===== src/rtl/tail_light_sequencer.sv =====
// Tail-light controller: sequential turn, hazard flash and brake patterns
// for LAMPS lamps per side, stepped by a built-in DIV-clock prescaler.
module tail_light_sequencer #(
   parameter int LAMPS = 3,
   parameter int DIV   = 1
) (
   input  logic             clk,
   input  logic             reset,
   input  logic             left_sw,
   input  logic             right_sw,
   input  logic             hazard_sw,
   input  logic             brake_sw,
   output logic [LAMPS-1:0] left_lamps,
   output logic [LAMPS-1:0] right_lamps,
   output logic [1:0]       mode
);

   localparam int PW = (DIV > 1) ? $clog2(DIV) : 1;
   localparam int KW = $clog2(LAMPS + 1);
   localparam logic [LAMPS-1:0] ONES = '1;

   typedef enum logic [1:0] {
      IDLE   = 2'd0,
      LEFT   = 2'd1,
      RIGHT  = 2'd2,
      HAZARD = 2'd3
   } mode_t;

   mode_t            state;
   mode_t            state_nx;
   mode_t            req;
   logic [PW-1:0]    cnt;
   logic [KW-1:0]    k;
   logic [KW-1:0]    k_nx;
   logic             tick;
   logic [LAMPS-1:0] pat;
   logic [LAMPS-1:0] left_nx;
   logic [LAMPS-1:0] right_nx;

   assign tick = (cnt == PW'(DIV - 1));
   assign mode = state;

   always_comb begin
      req = IDLE;
      unique case (1'b1)
         hazard_sw | (left_sw & right_sw):     req = HAZARD;
         left_sw & ~right_sw & ~hazard_sw:     req = LEFT;
         right_sw & ~left_sw & ~hazard_sw:     req = RIGHT;
         default:                              req = IDLE;
      endcase
   end

   always_comb begin
      state_nx = state;
      k_nx     = k;
      if (tick) begin
         if (req != state) begin
            state_nx = req;
            k_nx     = '0;
         end else if (state == IDLE) begin
            k_nx = '0;
         end else begin
            k_nx = (k == KW'(LAMPS)) ? '0 : k + 1'b1;
         end
      end
   end

   // Lamps follow the next-state phase so they change on the tick edge itself.
   always_comb begin
      for (int i = 0; i < LAMPS; i++) begin
         pat[i] = (KW'(i) < k_nx);
      end
   end

   always_comb begin
      left_nx  = '0;
      right_nx = '0;
      unique case (state_nx)
         IDLE: begin
            if (brake_sw) begin
               left_nx  = ONES;
               right_nx = ONES;
            end
         end
         LEFT: begin
            left_nx = pat;
            if (brake_sw) right_nx = ONES;
         end
         RIGHT: begin
            right_nx = pat;
            if (brake_sw) left_nx = ONES;
         end
         HAZARD: begin
            left_nx  = {LAMPS{k_nx[0]}};
            right_nx = {LAMPS{k_nx[0]}};
         end
      endcase
   end

   always_ff @(posedge clk or posedge reset) begin
      if (reset) begin
         cnt         <= '0;
         k           <= '0;
         state       <= IDLE;
         left_lamps  <= '0;
         right_lamps <= '0;
      end else begin
         cnt         <= tick ? '0 : cnt + 1'b1;
         k           <= k_nx;
         state       <= state_nx;
         left_lamps  <= left_nx;
         right_lamps <= right_nx;
      end
   end

endmodule


===== config.mk =====
export PLATFORM = sky130hd
export DESIGN_NAME = tail_light_sequencer
export DESIGN_NICKNAME = d
export VERILOG_FILES = /design/src/rtl/tail_light_sequencer.sv
export SDC_FILE = /design/constraint.sdc
export NUM_CORES = 1
export LEC_CHECK = 0
export ABC_AREA = 0
export CAP_MARGIN = 25
export CORE_AREA = 4 4 41 43
export CTS_CLUSTER_SIZE = 30
export DETAILED_ROUTE_END_ITERATION = 6
export DIE_AREA = 0 0 45 47
export GPL_ROUTABILITY_DRIVEN = 0
export GPL_TIMING_DRIVEN = 0
export PLACE_DENSITY = 0.69
export SYNTH_ARGS = -nofsm -noshare
export SYNTH_HDL_FRONTEND = slang
export SYNTH_SLANG_ARGS = --single-unit

===== constraint.sdc =====
create_clock -name clk -period 2 [get_ports clk]
set_input_delay 0.4 -clock clk [delete_from_list [all_inputs] [get_ports clk]]
set_output_delay 0.4 -clock clk [all_outputs]
set_load 0.005 [all_outputs]

==> results.json, run 1 <==
{
  "die_h_um": 47,
  "swShare_pct": 25.9,
  "start_util_pct": 42.5,
  "vias": 451,
  "power.density_nw_per_um2": 785,
  "cts_buffers": 3,
  "dpl_worst_slack_ps": 354,
  "cts_tree": "done",
  "syn_nets": 60,
  "avgRoutedWirePerCell_um": 12.7,
  "placed_area_um2": 672,
  "hold_violations": 0,
  "timing.final.crit_share_pct": 84.1,
  "pwr-share-seq_pct": 42.9,
  "dr.pass1.iters": 5,
  "fmax_mhz": 595,
  "p_clk_share_pct": 33.4,
  "routed_wl_mm": 1.04,
  "ys_seq_elements": 10,
  "groute.usage.overall_pct": 12.1,
  "worst_pin_slew_ps": 416,
  "drv_cap": 0,
  "core_um2": 1300,
  "finalClockSkew_ps": 5.76,
  "area_growth_pct": 28.1,
  "final.setup.tns_ps": 0,
  "rows": 13,
  "clockRootBuffer": "clkbuf_4",
  "synth_area_um2": 553,
  "synth_cells": 53,
  "fin_ws_ps": 319,
  "htreeDepth": 1,
  "ys_seq_area_share_pct": 45.2,
  "max_stage_delay_ps": 540,
  "yosysWarnings": 0,
  "grt_pass1_vias": 395,
  "post_cts_buffers": 0,
  "io_pins": 14,
  "slew_headroom_pct": 72.1,
  "num-nets-final": 75,
  "post_cts_resized": 0,
  "yosysUniqueCellTypes": 24,
  "worst-path-buf-inv": 1,
  "num_antenna_cells": 0,
  "antenna_found_initial": 0,
  "vdd_drop_max_mv": 0.352,
  "die_area_um2": 2120,
  "hold_class": "input pin to async pin",
  "finalPower_uw": 556,
  "reg2reg_depth": 4,
  "drv_slew": 0,
  "insertion_delay_ps": 280,
  "setup_viol": 0,
  "cts.path.max_buffers": 2,
  "cp_cell_sequence": "clkdlybuf4s50_1",
  "rsz0062_at_grt": "false",
  "combinationalPowerShare_pct": 23.7,
  "required_ps": 1600,
  "path_class": "register to output pin",
  "via_per_inst": 5.50,
  "min_period_ps": 1680,
  "start_kind": "register",
  "critical_path.top_delay_family": "buffers and inverters",
  "grt.overflow.total": 0,
  "status": "complete, no violations",
  "cp_num_cells": 1,
  "critPathArrivalTime_ps": 1280,
  "fin_area_um2": 708,
  "p_sw_uw": 144,
  "r2r_slack_ps": 380,
  "grt_pass1_wl_mm": 1.77,
  "die_w_um": 45,
  "port_buffers": 10,
  "internal_power_uw": 412,
  "grt_max_degree": 11,
  "crit_fanout": 8,
  "endpoint_kind": "output pin",
  "drive_gt1_share_pct": 14.9,
  "syn_avg_cell_area_um2": 10.4,
  "final_cell_mix": "clkdlybuf4s50_1, dfrtp_1, nor2_1",
  "ctsHoldBuffers": 0,
  "fin_util_pct": 54.4,
  "path_clk_slew_ps": 70,
  "cp_slowest_cell": "clkdlybuf4s50_1",
  "antenna_left": 0,
  "drt_iter0_drc": 4,
  "p_leak_nw": 0.318,
  "cts_sinks": 10,
  "hpwlAfterDp_um": 761,
  "drc": 0
}
==> cell families (layout without fill, tap and decap cells) <==
group / count (synthesis) / count (layout) / synth area share, %
adders and majority gates: 1 / 1 / 2.26
buffers and inverters: 6 / 20 / 8.14
DFF: 10 / 10 / 45.2
and+or+nand+nor: 21 / 21 / 22.4
AOI/OAI and AO/OA: 15 / 15 / 21.9
==> worst paths after layout <==
kind	endpoint	start
setup / recovery	mode[0]	mode[0]
hold / removal	left_lamps[2]	reset
setup reg to reg	right_lamps[2]	k[0]
hold reg to reg	k[0]	k[0]
max in group asynchronous	k[0]	reset
min in group clk	k[0]	hazard_sw
==> area by class of cell <==
cell class | count | area, µm²
Fill cell | 129 | 593
Sequential cell | 10 | 250
Multi-Input combinational cell | 37 | 258
Clock buffer | 4 | 36.3
Buffer | 3 | 33.8
Tap cell | 15 | 18.8
Inverter | 3 | 11.3
Timing Repair Buffer | 10 | 100
==> state kept, by name, summed over array words and instances (netlist names) <==
signal       cells
left_lamps       3
right_lamps      3
k                2
mode             2
==> per-layer routing <==
layer / track usage (%) / routed length [µm]
met3: 2.68 / 83
met2: 17.2 / 446
met4: 12.3 / 50
met5: 0 / 0
met1: 14.8 / 458
==> cells in the mapped netlist <==
| cell | count | area, µm² |
|---|---|---|
| and3b_1 | 1 | 8.76 |
| nand2_1 | 4 | 15.0 |
| inv_1 | 3 | 11.3 |
| ha_1 | 1 | 12.5 |
| o21ai_0 | 3 | 15.0 |
| a32oi_1 | 1 | 8.76 |
| nor2_1 | 6 | 22.5 |
| o41ai_4 | 1 | 27.5 |
| nand3b_1 | 1 | 7.51 |
| nand2b_1 | 2 | 12.5 |
| o22ai_1 | 1 | 6.26 |
| nor3_1 | 1 | 5.00 |
| buf_6 | 3 | 33.8 |
| o21a_1 | 1 | 7.51 |
| a21oi_1 | 4 | 20.0 |
| nand4bb_1 | 2 | 22.5 |
| a311oi_1 | 1 | 8.76 |
| dfrtp_1 | 10 | 250 |
| a21oi_2 | 1 | 8.76 |
| a21bo_1 | 1 | 10.0 |
| and2_1 | 2 | 12.5 |
| and3_1 | 1 | 6.26 |
| or4_4 | 1 | 11.3 |
| a22o_1 | 1 | 8.76 |
==> power groups by stage <==
stage	registers [mW]	clock network [mW]	logic, mW
floorplan	0.244	0	0.0750
global placement	0.242	0	0.132
detailed placement	0.243	0	0.132
CTS	0.239	0.189	0.133
global route	0.242	0.199	0.148
finish	0.239	0.186	0.132
==> stage by stage <==
stage | std cells | hold slack [ps]
global placement | 78 | 599
CTS | 82 | 391
global route | 82 | 395
floorplan | 53 | 240
detailed placement | 78 | 605
finish | 82 | 391
Power figures use the tool's default switching activity.
==> run 2: changes to the inputs <==
--- a/config.mk
+++ b/config.mk
@@ -7,13 +7,13 @@
 export LEC_CHECK = 0
 export ABC_AREA = 0
 export CAP_MARGIN = 25
-export CORE_AREA = 4 4 41 43
+export CORE_MARGIN = 4
+export CORE_UTILIZATION = 41
 export CTS_CLUSTER_SIZE = 30
 export DETAILED_ROUTE_END_ITERATION = 6
-export DIE_AREA = 0 0 45 47
 export GPL_ROUTABILITY_DRIVEN = 0
 export GPL_TIMING_DRIVEN = 0
-export PLACE_DENSITY = 0.69
+export PLACE_DENSITY = 0.71
 export SYNTH_ARGS = -nofsm -noshare
 export SYNTH_HDL_FRONTEND = slang
 export SYNTH_SLANG_ARGS = --single-unit
==> constraint.sdc (replaced) <==
create_clock -name clk -period 1.37 [get_ports clk]
set_input_delay 0.274 -clock clk [delete_from_list [all_inputs] [get_ports clk]]
set_output_delay 0.274 -clock clk [all_outputs]
set_load 0.005 [all_outputs]
==> run 2 against run 1 <==
The run now ends with setup timing left. Sequential cell count unchanged. Register-to-register slack got worse by 410 ps. Sequential share of layout area decreased by 4.1 points. Total power increased by 44%. Clock skew decreased by 1.7 ps. Critical endpoint is now right_lamps[2].
==> results.json, run 2 (synthesis results as in run 1) <==
{
  "setup_viol": 4,
  "cts_tree": "done",
  "cts.path.max_buffers": 2,
  "htreeDepth": 1,
  "clockRootBuffer": "clkbuf_4",
  "fillCellCount": 98,
  "die_h_um": 44.7,
  "drive_gt1_share_pct": 33.3,
  "routed_wl_mm": 1.18,
  "num_antenna_cells": 0,
  "grtUsageMet3_pct": 4.78,
  "rsz0062_at_grt": "true",
  "io_pins": 14,
  "cts_buffers": 3,
  "antenna_found_initial": 0,
  "antenna_left": 0,
  "fin_ws_ps": -32.5,
  "final_common_cell": "buf_4",
  "timing.final.crit_share_pct": 102,
  "hold_violations": 0,
  "power.density_nw_per_um2": 987,
  "avgRoutedWirePerCell_um": 13.2,
  "num-nets-final": 83,
  "vias": 477,
  "top_usage_layer": "met2",
  "grt.overflow.total": 0,
  "fmax_mhz": 713,
  "min_period_ps": 1400,
  "dpl_worst_slack_ps": -195,
  "die_w_um": 44.7,
  "endpoint_kind": "register",
  "top_regs": "left_lamps (3), right_lamps (3)",
  "grt_pass1_vias": 450,
  "dr.pass1.iters": 4,
  "p_leak_nw": 0.432,
  "required_ps": 1570,
  "path_class": "register to register",
  "insertion_delay_ps": 260,
  "worst_pin_slew_ps": 360,
  "hpwlAfterDp_um": 795,
  "start_kind": "register",
  "met1_usage_pct": 18.3,
  "hold_class": "input pin to async pin",
  "drc": 0,
  "port_buffers": 10,
  "vdd_drop_max_mv": 0.709,
  "fin_util_pct": 68.6,
  "core_um2": 1190,
  "finalClockSkew_ps": 4.08,
  "drv_slew": 0,
  "drv_cap": 0,
  "drt_iter0_drc": 14,
  "grtUsageMet2_pct": 18.3,
  "path_clk_slew_ps": 60,
  "start_util_pct": 46.6,
  "rows": 12,
  "final_cell_mix": "buf_4, dfrtp_1, nor2_1, dlymetal6s2s_1, a21oi_1",
  "critPathArrivalTime_ps": 1600,
  "slew_headroom_pct": 76.0,
  "failed_checks": "setup timing",
  "crit_fanout": 6,
  "via_per_inst": 5.36,
  "grt_pass1_wl_mm": 1.97,
  "die_area_um2": 2000,
  "cts_sinks": 10,
  "grt_max_degree": 11,
  "status": "finished with violations",
  "groute.usage.overall_pct": 14.2,
  "area_growth_pct": 47.1
}
run 2: changes by cell type in the layout (fill, tap and decap cells not counted), sizes merged:
cell           previous run  this run
clkdlybuf4s50            10         2
dlygate4sd2               0         2
buf                       3        11
dlymetal6s2s              0         6
run 2: metrics by stage:
| stage | power [mW] | cell area [µm²] | hold WS [ps] | instances | setup TNS, ps |
|---|---|---|---|---|---|
| floorplan | 0.476 | 567 | 114 | 53 | 0 |
| global placement | 0.558 | 684 | 543 | 77 | -631 |
| detailed placement | 0.562 | 684 | 542 | 77 | -679 |
| CTS | 0.786 | 739 | 260 | 84 | -73.9 |
| global route | 0.850 | 813 | 297 | 89 | -362 |
| finish | 0.803 | 813 | 277 | 89 | -85.2 |
run 2: layout make-up:
type / count / area, µm² / area share [%]
tap: 14 / 17.5 / 2.15
sequential: 10 / 254 / 31.2
clock buffer: 4 / 26.3 / 3.23
inverter: 3 / 11.3 / 1.38
timing repair buffer: 18 / 173 / 21.2
buffer: 3 / 33.8 / 4.15
multi-input combinational: 37 / 298 / 36.6
run 2: layer usage:
metal	routed length, µm	vias to the layer above
li1	-	235
met1	562	216
met2	492	22
met3	85	4
met4	38	0
met5	0	-
run 2: final timing paths:
path	endpoint	start	slack [ps]	depth (start not counted)
setup / recovery	right_lamps[2]	mode[1]	-30	4
hold / removal	right_lamps[0]	reset	280	2
setup reg to reg	right_lamps[2]	mode[1]	-30	4
hold reg to reg	right_lamps[1]	k[0]	640	2
max in group asynchronous	mode[0]	reset	810	2
min in group clk	mode[1]	right_sw	290	3
run 2: worst max-delay path: stages (launching register included):
cell       delay, ps
dfrtp_2          440
nand4bb_4        200
and2_4           160
o41ai_4          350
a22o_1           180
run 2: what timing repair did:
item,in CTS,in global routing
cloned,0,0
pin swaps,5,8
buffers inserted,3,5
gates resized for setup,6,9
setup endpoints to repair,4,12
hold buffers,0,0
run 2: power by group:
part	switching, mW	internal, mW
Combinational	0.102	0.141
Sequential	0.0178	0.331
Clock	0.0979	0.113
